<file path="src/rtl/rip_axi_arbiter.sv">
// Two-port round-robin arbiter that funnels single-word read/write requests
// from the data memory unit (port 0) and instruction fetch (port 1) onto one AXI4 master.
module rip_axi_arbiter #(
    parameter int unsigned AXI_ID_WIDTH   = 4,
    parameter int unsigned AXI_ADDR_WIDTH = 32,
    parameter int unsigned AXI_DATA_WIDTH = 32
) (
    input  logic                                 clk,
    input  logic                                 sys_rst_n,
    input  logic [1:0]                           req_valid,
    output logic [1:0]                           req_ready,
    input  logic [1:0]                           req_write,
    input  logic [1:0][AXI_ADDR_WIDTH-1:0]       req_addr,
    input  logic [1:0][AXI_DATA_WIDTH-1:0]       req_wdata,
    input  logic [1:0][AXI_DATA_WIDTH/8-1:0]     req_wstrb,
    output logic [1:0]                           resp_valid,
    output logic [AXI_DATA_WIDTH-1:0]            resp_rdata,
    output logic                                 resp_err,
    output logic                                 busy,
    output logic [AXI_ID_WIDTH-1:0]              m_axi_awid,
    output logic [AXI_ADDR_WIDTH-1:0]            m_axi_awaddr,
    output logic [7:0]                           m_axi_awlen,
    output logic [2:0]                           m_axi_awsize,
    output logic [1:0]                           m_axi_awburst,
    output logic                                 m_axi_awlock,
    output logic [3:0]                           m_axi_awcache,
    output logic [2:0]                           m_axi_awprot,
    output logic [3:0]                           m_axi_awqos,
    output logic [3:0]                           m_axi_awregion,
    output logic                                 m_axi_awvalid,
    input  logic                                 m_axi_awready,
    output logic [AXI_ID_WIDTH-1:0]              m_axi_wid,
    output logic [AXI_DATA_WIDTH-1:0]            m_axi_wdata,
    output logic [AXI_DATA_WIDTH/8-1:0]          m_axi_wstrb,
    output logic                                 m_axi_wlast,
    output logic                                 m_axi_wvalid,
    input  logic                                 m_axi_wready,
    input  logic [1:0]                           m_axi_bresp,
    input  logic                                 m_axi_bvalid,
    output logic                                 m_axi_bready,
    output logic [AXI_ID_WIDTH-1:0]              m_axi_arid,
    output logic [AXI_ADDR_WIDTH-1:0]            m_axi_araddr,
    output logic [7:0]                           m_axi_arlen,
    output logic [2:0]                           m_axi_arsize,
    output logic [1:0]                           m_axi_arburst,
    output logic                                 m_axi_arlock,
    output logic [3:0]                           m_axi_arcache,
    output logic [2:0]                           m_axi_arprot,
    output logic [3:0]                           m_axi_arqos,
    output logic [3:0]                           m_axi_arregion,
    output logic                                 m_axi_arvalid,
    input  logic                                 m_axi_arready,
    input  logic [AXI_DATA_WIDTH-1:0]            m_axi_rdata,
    input  logic [1:0]                           m_axi_rresp,
    input  logic                                 m_axi_rvalid,
    output logic                                 m_axi_rready
);

    localparam int unsigned STRB_W = AXI_DATA_WIDTH / 8;
    localparam int unsigned SIZE   = $clog2(STRB_W);

    typedef enum logic [2:0] {
        S_IDLE, S_RADDR, S_RDATA, S_WRITE, S_WRESP, S_RESP
    } state_t;

    state_t              state_q, state_d;
    logic                grant_c, accept_c;
    logic                gnt_q, last_grant_q;
    logic [AXI_ADDR_WIDTH-1:0] addr_q;
    logic [AXI_DATA_WIDTH-1:0] wdata_q;
    logic [STRB_W-1:0]   wstrb_q;
    logic                arvalid_d, rready_d, awvalid_d, wvalid_d, bready_d;
    logic                aw_done_c, w_done_c;
    logic [1:0]          resp_valid_d;

    // Single-beat, incrementing, normal-access transactions only
    assign m_axi_awid     = AXI_ID_WIDTH'(gnt_q);
    assign m_axi_awaddr   = addr_q;
    assign m_axi_awlen    = 8'd0;
    assign m_axi_awsize   = 3'(SIZE);
    assign m_axi_awburst  = 2'b01;
    assign m_axi_awlock   = 1'b0;
    assign m_axi_awcache  = 4'b0011;
    assign m_axi_awprot   = 3'b000;
    assign m_axi_awqos    = 4'd0;
    assign m_axi_awregion = 4'd0;
    assign m_axi_wid      = AXI_ID_WIDTH'(gnt_q);
    assign m_axi_wdata    = wdata_q;
    assign m_axi_wstrb    = wstrb_q;
    assign m_axi_wlast    = 1'b1;
    assign m_axi_arid     = AXI_ID_WIDTH'(gnt_q);
    assign m_axi_araddr   = addr_q;
    assign m_axi_arlen    = 8'd0;
    assign m_axi_arsize   = 3'(SIZE);
    assign m_axi_arburst  = 2'b01;
    assign m_axi_arlock   = 1'b0;
    assign m_axi_arcache  = 4'b0011;
    assign m_axi_arprot   = 3'b000;
    assign m_axi_arqos    = 4'd0;
    assign m_axi_arregion = 4'd0;

    // Next-state, grant and next-value of the registered channel controls
    always_comb begin
        state_d      = state_q;
        req_ready    = 2'b00;
        accept_c     = 1'b0;
        arvalid_d    = 1'b0;
        rready_d     = 1'b0;
        awvalid_d    = 1'b0;
        wvalid_d     = 1'b0;
        bready_d     = 1'b0;
        resp_valid_d = 2'b00;
        aw_done_c    = !m_axi_awvalid || m_axi_awready;
        w_done_c     = !m_axi_wvalid || m_axi_wready;
        grant_c      = (&req_valid) ? !last_grant_q : req_valid[1];
        unique case (state_q)
            S_IDLE: begin
                if (|req_valid) begin
                    accept_c  = 1'b1;
                    req_ready = grant_c ? 2'b10 : 2'b01;
                    if (req_write[grant_c]) begin
                        state_d   = S_WRITE;
                        awvalid_d = 1'b1;
                        wvalid_d  = 1'b1;
                    end else begin
                        state_d   = S_RADDR;
                        arvalid_d = 1'b1;
                    end
                end
            end
            S_RADDR: begin
                arvalid_d = !m_axi_arready;
                rready_d  = m_axi_arready;
                if (m_axi_arready) state_d = S_RDATA;
            end
            S_RDATA: begin
                rready_d = !m_axi_rvalid;
                if (m_axi_rvalid) begin
                    state_d      = S_RESP;
                    resp_valid_d = {gnt_q, !gnt_q};
                end
            end
            S_WRITE: begin
                // Each channel drops on its own handshake; leave once both are done
                awvalid_d = !aw_done_c;
                wvalid_d  = !w_done_c;
                if (aw_done_c && w_done_c) begin
                    state_d  = S_WRESP;
                    bready_d = 1'b1;
                end
            end
            S_WRESP: begin
                bready_d = !m_axi_bvalid;
                if (m_axi_bvalid) begin
                    state_d      = S_RESP;
                    resp_valid_d = {gnt_q, !gnt_q};
                end
            end
            S_RESP:  state_d = S_IDLE;
            default: state_d = S_IDLE;
        endcase
    end

    // State and channel control registers
    always_ff @(posedge clk or negedge sys_rst_n) begin
        if (!sys_rst_n) begin
            state_q       <= S_IDLE;
            m_axi_arvalid <= 1'b0;
            m_axi_rready  <= 1'b0;
            m_axi_awvalid <= 1'b0;
            m_axi_wvalid  <= 1'b0;
            m_axi_bready  <= 1'b0;
            resp_valid    <= 2'b00;
            busy          <= 1'b0;
        end else begin
            state_q       <= state_d;
            m_axi_arvalid <= arvalid_d;
            m_axi_rready  <= rready_d;
            m_axi_awvalid <= awvalid_d;
            m_axi_wvalid  <= wvalid_d;
            m_axi_bready  <= bready_d;
            resp_valid    <= resp_valid_d;
            busy          <= (state_d != S_IDLE);
        end
    end

    // Request latch and response capture
    always_ff @(posedge clk or negedge sys_rst_n) begin
        if (!sys_rst_n) begin
            gnt_q        <= 1'b0;
            last_grant_q <= 1'b1;
            addr_q       <= '0;
            wdata_q      <= '0;
            wstrb_q      <= '0;
            resp_rdata   <= '0;
            resp_err     <= 1'b0;
        end else begin
            if (accept_c) begin
                gnt_q        <= grant_c;
                last_grant_q <= grant_c;
                addr_q       <= req_addr[grant_c];
                wdata_q      <= req_wdata[grant_c];
                wstrb_q      <= req_wstrb[grant_c];
            end
            if (state_q == S_RDATA && m_axi_rvalid) begin
                resp_rdata <= m_axi_rdata;
                resp_err   <= (m_axi_rresp != 2'b00);
            end
            if (state_q == S_WRESP && m_axi_bvalid) begin
                resp_err <= (m_axi_bresp != 2'b00);
            end
        end
    end

endmodule

</file>
<file path="config.mk">
export PLATFORM = sky130hd
export DESIGN_NAME = rip_axi_arbiter
export DESIGN_NICKNAME = d
export VERILOG_FILES = /design/src/rtl/rip_axi_arbiter.sv
export SDC_FILE = /design/constraint.sdc
export NUM_CORES = 1
export LEC_CHECK = 0
export BUFFER_PORTS_ARGS = -buffer_cell sky130_fd_sc_hd__buf_2
export CAP_MARGIN = 20
export CORE_AREA = 4 4 151 153
export CTS_CLUSTER_DIAMETER = 80
export DETAILED_ROUTE_END_ITERATION = 16
export DIE_AREA = 0 0 155 157
export HOLD_SLACK_MARGIN = 0.05
export SLEW_MARGIN = 10
export SYNTH_ARGS = -nofsm -noshare
export SYNTH_HDL_FRONTEND = slang
export SYNTH_SLANG_ARGS = --single-unit
</file>
<file path="constraint.sdc">
create_clock -name clk -period 2.81 [get_ports clk]
set_input_delay 0.4215 -clock clk [delete_from_list [all_inputs] [get_ports clk]]
set_output_delay 0.4215 -clock clk [all_outputs]
set_load 0.1 [all_outputs]
</file>
==> results of run 1 <==
[worst reg2reg max path, stage by stage, from the launching register on]
cell	delay, ps
dfrtp_1	520
nor3_2	290
o21ai_4	320
buf_4	320
a222oi_1	400
inv_1	70
[cell families after synthesis]
family | after synthesis | share of synthesized area
AOI/OAI and AO/OA | 87 | 0.126
buffers and inverters | 182 | 0.210
DFF | 114 | 0.512
muxes | 54 | 0.104
other | 2 | 0.00135
and+or+nand+nor | 52 | 0.0472
[final timing paths]
kind	end	slack, ps	cells past startpoint
setup / recovery	req_ready[0]	370	3
hold / removal	resp_valid[1]$_DFF_PN0_	100	2
setup reg to reg	m_axi_wdata[30]$_DFFE_PN0P_	790	5
hold reg to reg	resp_rdata[2]$_DFFE_PN0P_	480	1
max in group asynchronous	m_axi_wstrb[2]$_DFFE_PN0P_	2230	2
min in group clk	m_axi_wdata[27]$_DFFE_PN0P_	220	3
[cells in the mapped netlist (all sizes together), types with 2 or more instances]
library cell and count:
a21oi 4, inv 49, nor2 2, nand2 27, conb 2, nor2b 5, nand2b 3, a222oi 47
and2 2, mux2i 22, mux2 32, a21o 4, o21ai 26, nand3b 2, or2 2, dfrtp 113
buf 125, nor3 3, clkbuf 8, a31oi 3
[sequential cells by signal, summed over array words and instances, names as in the netlist]
name,cells
resp_rdata,32
state_q,3
m_axi_awvalid,1
busy,1
m_axi_wdata,32
m_axi_wstrb,4
last_grant_q,1
resp_err,1
m_axi_araddr,32
m_axi_rready,1
resp_valid,2
m_axi_bready,1
m_axi_arvalid,1
gnt_q,1
m_axi_wvalid,1
[cells in the final DEF, fill, tap and decap left out, types with 2 or more instances in the layout]
cell type | netlist | final
buf_2 | 7 | 326
dfrtp_1 | 113 | 113
conb_1 | 2 | 68
inv_1 | 49 | 49
a222oi_1 | 47 | 47
mux2_1 | 32 | 32
nand2_1 | 27 | 27
o21ai_1 | 25 | 25
mux2i_1 | 22 | 22
clkbuf_16 | 0 | 17
buf_4 | 109 | 9
nor2b_1 | 5 | 5
a21o_1 | 4 | 4
a21oi_1 | 4 | 4
clkinv_4 | 0 | 4
nand2b_1 | 3 | 3
a31oi_1 | 3 | 3
clkbuf_8 | 0 | 3
nand3b_1 | 2 | 2
or2_1 | 2 | 2
nor2_1 | 2 | 2
nor3_1 | 2 | 2
bufinv_16 | 0 | 2
clkinv_2 | 0 | 2
clkinvlp_4 | 0 | 2
buf_12 | 0 | 2
[routing by layer]
| metal | track usage | vias to the layer above | part of all wire |
|---|---|---|---|
| met5 | 0 | - | 0.0012 |
| met4 | 0.0374 | 2 | 0.011 |
| met3 | 0.0536 | 11 | 0.11 |
| met2 | 0.222 | 281 | 0.51 |
| met1 | 0.145 | 2076 | 0.37 |
| li1 | - | 2126 | - |
[per-stage QoR]
step	hold slack, ps	setup WS (ps)	area, um^2
floorplan	126	555	5820
global placement	465	723	6960
detailed placement	469	656	6960
CTS	114	311	7560
global route	144	214	7560
finish	96.8	369	7560
[final cells by class]
type,count,area share
flip-flops and latches,114,0.378
inverters,49,0.0243
clock inverters,11,0.0171
repair buffers,337,0.230
multi-input cells,261,0.242
well taps,280,0.0464
clock buffers,21,0.0623
==> results by group, run 1 <==
Layout
  – Non-filler cells, final: 1,073
  – Filler instances: 2,191
  – N_diodes: 0
  – Util after Layout: 0.351
  – Storage cell area: 0.00285 mm^2
  – Layout net count: 963
  – Layout cells sized above 1: 0.473
  – Multi-input logic area: 0.00183 mm^2
  – Area Overhead vs Synth: 35.6%

Synthesis
  – Ys flop type: dfrtp_1
  – Synth top area cells: dfrtp_1, buf_4, a222oi_1
  – #FFs+latches synth: 114
  – Post-Syn Instances: 491
  – Ys async rst share: 1.00
  – Leading area contributor after synthesis: dfrtp_1
  – Syn avg cell area: 11.3 um^2
  – Yosys warnings: 0
  – Yosys top cell area share: 0.507
  – Synthesized cell area: 0.00557 mm^2
  – Synth cell types: 34
  – Sequential area share after synthesis: 0.512
  – Post-synth EDFFs: 0

Detailed routing
  – Initial DRT Pass Iterations: 6
  – Via count: 4,496
  – 1st-iter DRT viols: 291
  – # DRC: 0
  – Wire per inst: 15.4 um
  – ANT nets after route: 0
  – Routed WL: 16,500 um
  – Vias per cell: 4.19

STA
  – Worst Tran Pin Value: 933 ps
  – F_max: 0.410 GHz
  – Final min period: 2440 ps
  – Setup TNS: 0 ps
  – Period Utilization, post-route: 0.869
  – Max-slew headroom: 0.375
  – Final setup vio count: 0
  – Final slew viol count: 0
  – RSZ-0062 raised after global routing: false
  – Setup Skew: 12.4 ps
  – Final hold viol count: 0

Setup path
  – CP max stage delay: 570 ps
  – CP Buf/Inv Count: 1
  – Startpoint types: register
  – CP Data Arrival Time: 2020 ps
  – Cell family with most CP delay: simple AND/OR/NAND/NOR gates
  – CP required: 2390 ps
  – Critical-path maximum fanout: 20
  – CP Capture Type: output port
  – CP startpoint: state_q[0]$_DFF_PN0_
  – CP max-delay cell: and3_2
  – Setup CP Type: register to output port
  – Reg2Reg Launch Point: state_q[0]$_DFF_PN0_
  – Crit-path cells: nor3_2, and3_2, buf_12

Die
  – Core area: 0.0216 mm^2
  – Num rows: 54
  – Initial Util: 0.259
  – Die area: 0.0243 mm^2
  – I/O pins: 397
  – Die Ht: 157 um
  – Die width: 155 um

Job
  – Max_cap viols: 0

Clock network
  – Clk slew on worst S/H paths: 60 ps
  – Clock Tree Root: clkbuf_16
  – # clock sinks: 114
  – Max H-tree Level: 4
  – Clock Path Buffers: 2
  – CTS Buf Count: 17
  – CTS tree: yes
  – Setup bufs post-CTS: 0
  – Cts repair resizes: 0
  – Post-CTS Hold Fix Bufs: 0
  – Worst-Skew Late Latency: 400 ps

GRT
  – Global-route wire length before repair: 23,900 um
  – Antenna violations before repair: 1
  – Vias in the first global route: 4,404
  – GRT Overall Usage: 0.128
  – Grt total ovfl: 0
  – Largest net degree at the start of global routing: 115

Status
  – Status: completed

Placement
  – PortBufs: 328
  – RePlAce Congestion: 0.743
  – Detailed Place HPWL: 12,700 um
  – Placed cell count: 1,041

Min path
  – Hold WC Path Type: input port to async pin
Power of run 1 is not shown: default switching activity piles up to over one toggle a cycle in this logic, so the estimate is an artifact.
==> inputs of run 2 (changes only) <==
--- a/config.mk
+++ b/config.mk
@@ -12,6 +12,7 @@
 export DETAILED_ROUTE_END_ITERATION = 16
 export DIE_AREA = 0 0 155 157
 export HOLD_SLACK_MARGIN = 0.05
+export PLACE_DENSITY = 0.55
 export SLEW_MARGIN = 10
 export SYNTH_ARGS = -nofsm -noshare
 export SYNTH_HDL_FRONTEND = slang
==> results by group, run 2 (synthesis gave the netlist of run 1 again) <==
Setup path
  – CP Capture Point: req_ready[0]
  – Crit-path cells: nor3_2, and3_2, buf_12
  – Worst r2r dst: m_axi_araddr[3]$_DFFE_PN0P_
  – Startpoint types: register
  – CP max-delay cell: and3_2
  – CP max stage delay: 570 ps
  – R2r worst-path depth: 5
  – CP Data Arrival Time: 2090 ps
  – Critical-path maximum fanout: 18
  – CP Capture Type: output port
  – CP required: 2390 ps
  – CP startpoint: state_q[2]$_DFF_PN0_
  – Reg2Reg Launch Point: state_q[2]$_DFF_PN0_
  – Reg2reg setup slack: 780 ps
  – Setup CP Type: register to output port

Clock network
  – Clock Tree Root: clkbuf_16
  – Post-CTS Hold Fix Bufs: 1
  – CTS tree: yes
  – Setup bufs post-CTS: 0
  – Max H-tree Level: 4
  – Worst-Skew Late Latency: 410 ps
  – Cts repair resizes: 0
  – Clock Path Buffers: 2
  – CTS Buf Count: 17
  – Clk slew on worst S/H paths: 60 ps
  – # clock sinks: 114

STA
  – Period Utilization, post-route: 0.895
  – RSZ-0062 raised after global routing: false
  – Final setup vio count: 0
  – Final hold viol count: 0
  – Setup TNS: 0 ps
  – Setup Skew: 14.2 ps
  – Max-slew headroom: 0.644
  – Worst Tran Pin Value: 538 ps
  – F_max: 0.398 GHz
  – Final slew viol count: 0
  – Hold Slack: 216 ps
  – Final min period: 2520 ps

Die
  – I/O pins: 397
  – Die area: 0.0243 mm^2
  – Die width: 155 um
  – Num rows: 54
  – Core area: 0.0216 mm^2
  – Die Ht: 157 um
  – Initial Util: 0.259

Placement
  – Detailed Place HPWL: 13,000 um
  – RePlAce Congestion: 0.735
  – PortBufs: 328

Layout
  – Commonest non-fill, non-tap cell in the layout: buf_2
  – Area Overhead vs Synth: 36.8%
  – Commonest non-fill, non-tap cells in the layout: buf_2, dfrtp_1, conb_1, inv_1, a222oi_1
  – Layout cells sized above 1: 0.475
  – Layout net count: 966
  – Util after Layout: 0.354

GRT
  – Vias in the first global route: 4,363
  – Grt total ovfl: 0
  – Global-route wire length before repair: 23,800 um
  – Largest net degree at the start of global routing: 64
  – GRT Overall Usage: 0.127
  – Antenna violations before repair: 2

Detailed routing
  – Wire per inst: 15.4 um
  – ANT nets after route: 0
  – Via count: 4,498
  – Initial DRT Pass Iterations: 6
  – Vias per cell: 4.18
  – Routed WL: 16,600 um
  – 1st-iter DRT viols: 293
  – # DRC: 0

Min path
  – Hold WC Path Type: input port to register

Job
  – Max_cap viols: 0

Status
  – Status: completed
==> run 2: cell types whose count changed in the layout (fill, tap and decap cells not counted), sizes merged <==
cell | before | now
inv | 50 | 55
clkbuf | 21 | 18
buf | 337 | 339
clkinv | 6 | 4
diode | 0 | 1
dlygate4sd3 | 0 | 1
==> run 2: critical path, delay by kind of cell, from the launching register on <==
kind          cells  cell delay (ps)
simple gates      2              920
buf+inv           1              240
flops             1              530
==> run 2: through the flow <==
step,area [um^2],instances,setup WS [ps]
floorplan,5820,557,555
global placement,7000,1043,719
detailed placement,7000,1043,690
CTS,7620,1076,249
global route,7620,1077,166
finish,7620,1077,295
==> run 2: area by class of cell <==
class / count / area (um^2)
flip-flops and latches: 114 / 2850
clock inverters: 14 / 170
inverters: 49 / 184
multi-input cells: 261 / 1830
fillers: 2186 / 13900
diodes: 1 / 2.50
well taps: 280 / 350
repair buffers: 340 / 1790
clock buffers: 18 / 439
==> run 2: how the worst min path moves through the flow <==
stage                  startpoint                           to  slack, ps  depth (start not counted)
floorplan               sys_rst_n               busy$_DFF_PN0_        130                          0
global placement        sys_rst_n   m_axi_wstrb[3]$_DFFE_PN0P_        360                          1
detailed placement      sys_rst_n   m_axi_wstrb[3]$_DFFE_PN0P_        350                          1
CTS                 req_wdata[46]  m_axi_wdata[14]$_DFFE_PN0P_        190                          3
global route        req_wdata[46]  m_axi_wdata[14]$_DFFE_PN0P_        180                          3
finish              req_wdata[51]  m_axi_wdata[19]$_DFFE_PN0P_        220                          3
==> run 2: metal layers <==
metal | share of wire | GRT usage | vias up
li1 | - | - | 2142
met1 | 0.38 | 0.148 | 2046
met2 | 0.49 | 0.215 | 289
met3 | 0.11 | 0.0495 | 19
met4 | 0.018 | 0.0446 | 2
met5 | 0.00079 | 0 | -
Power of run 2 is left out for the same reason.
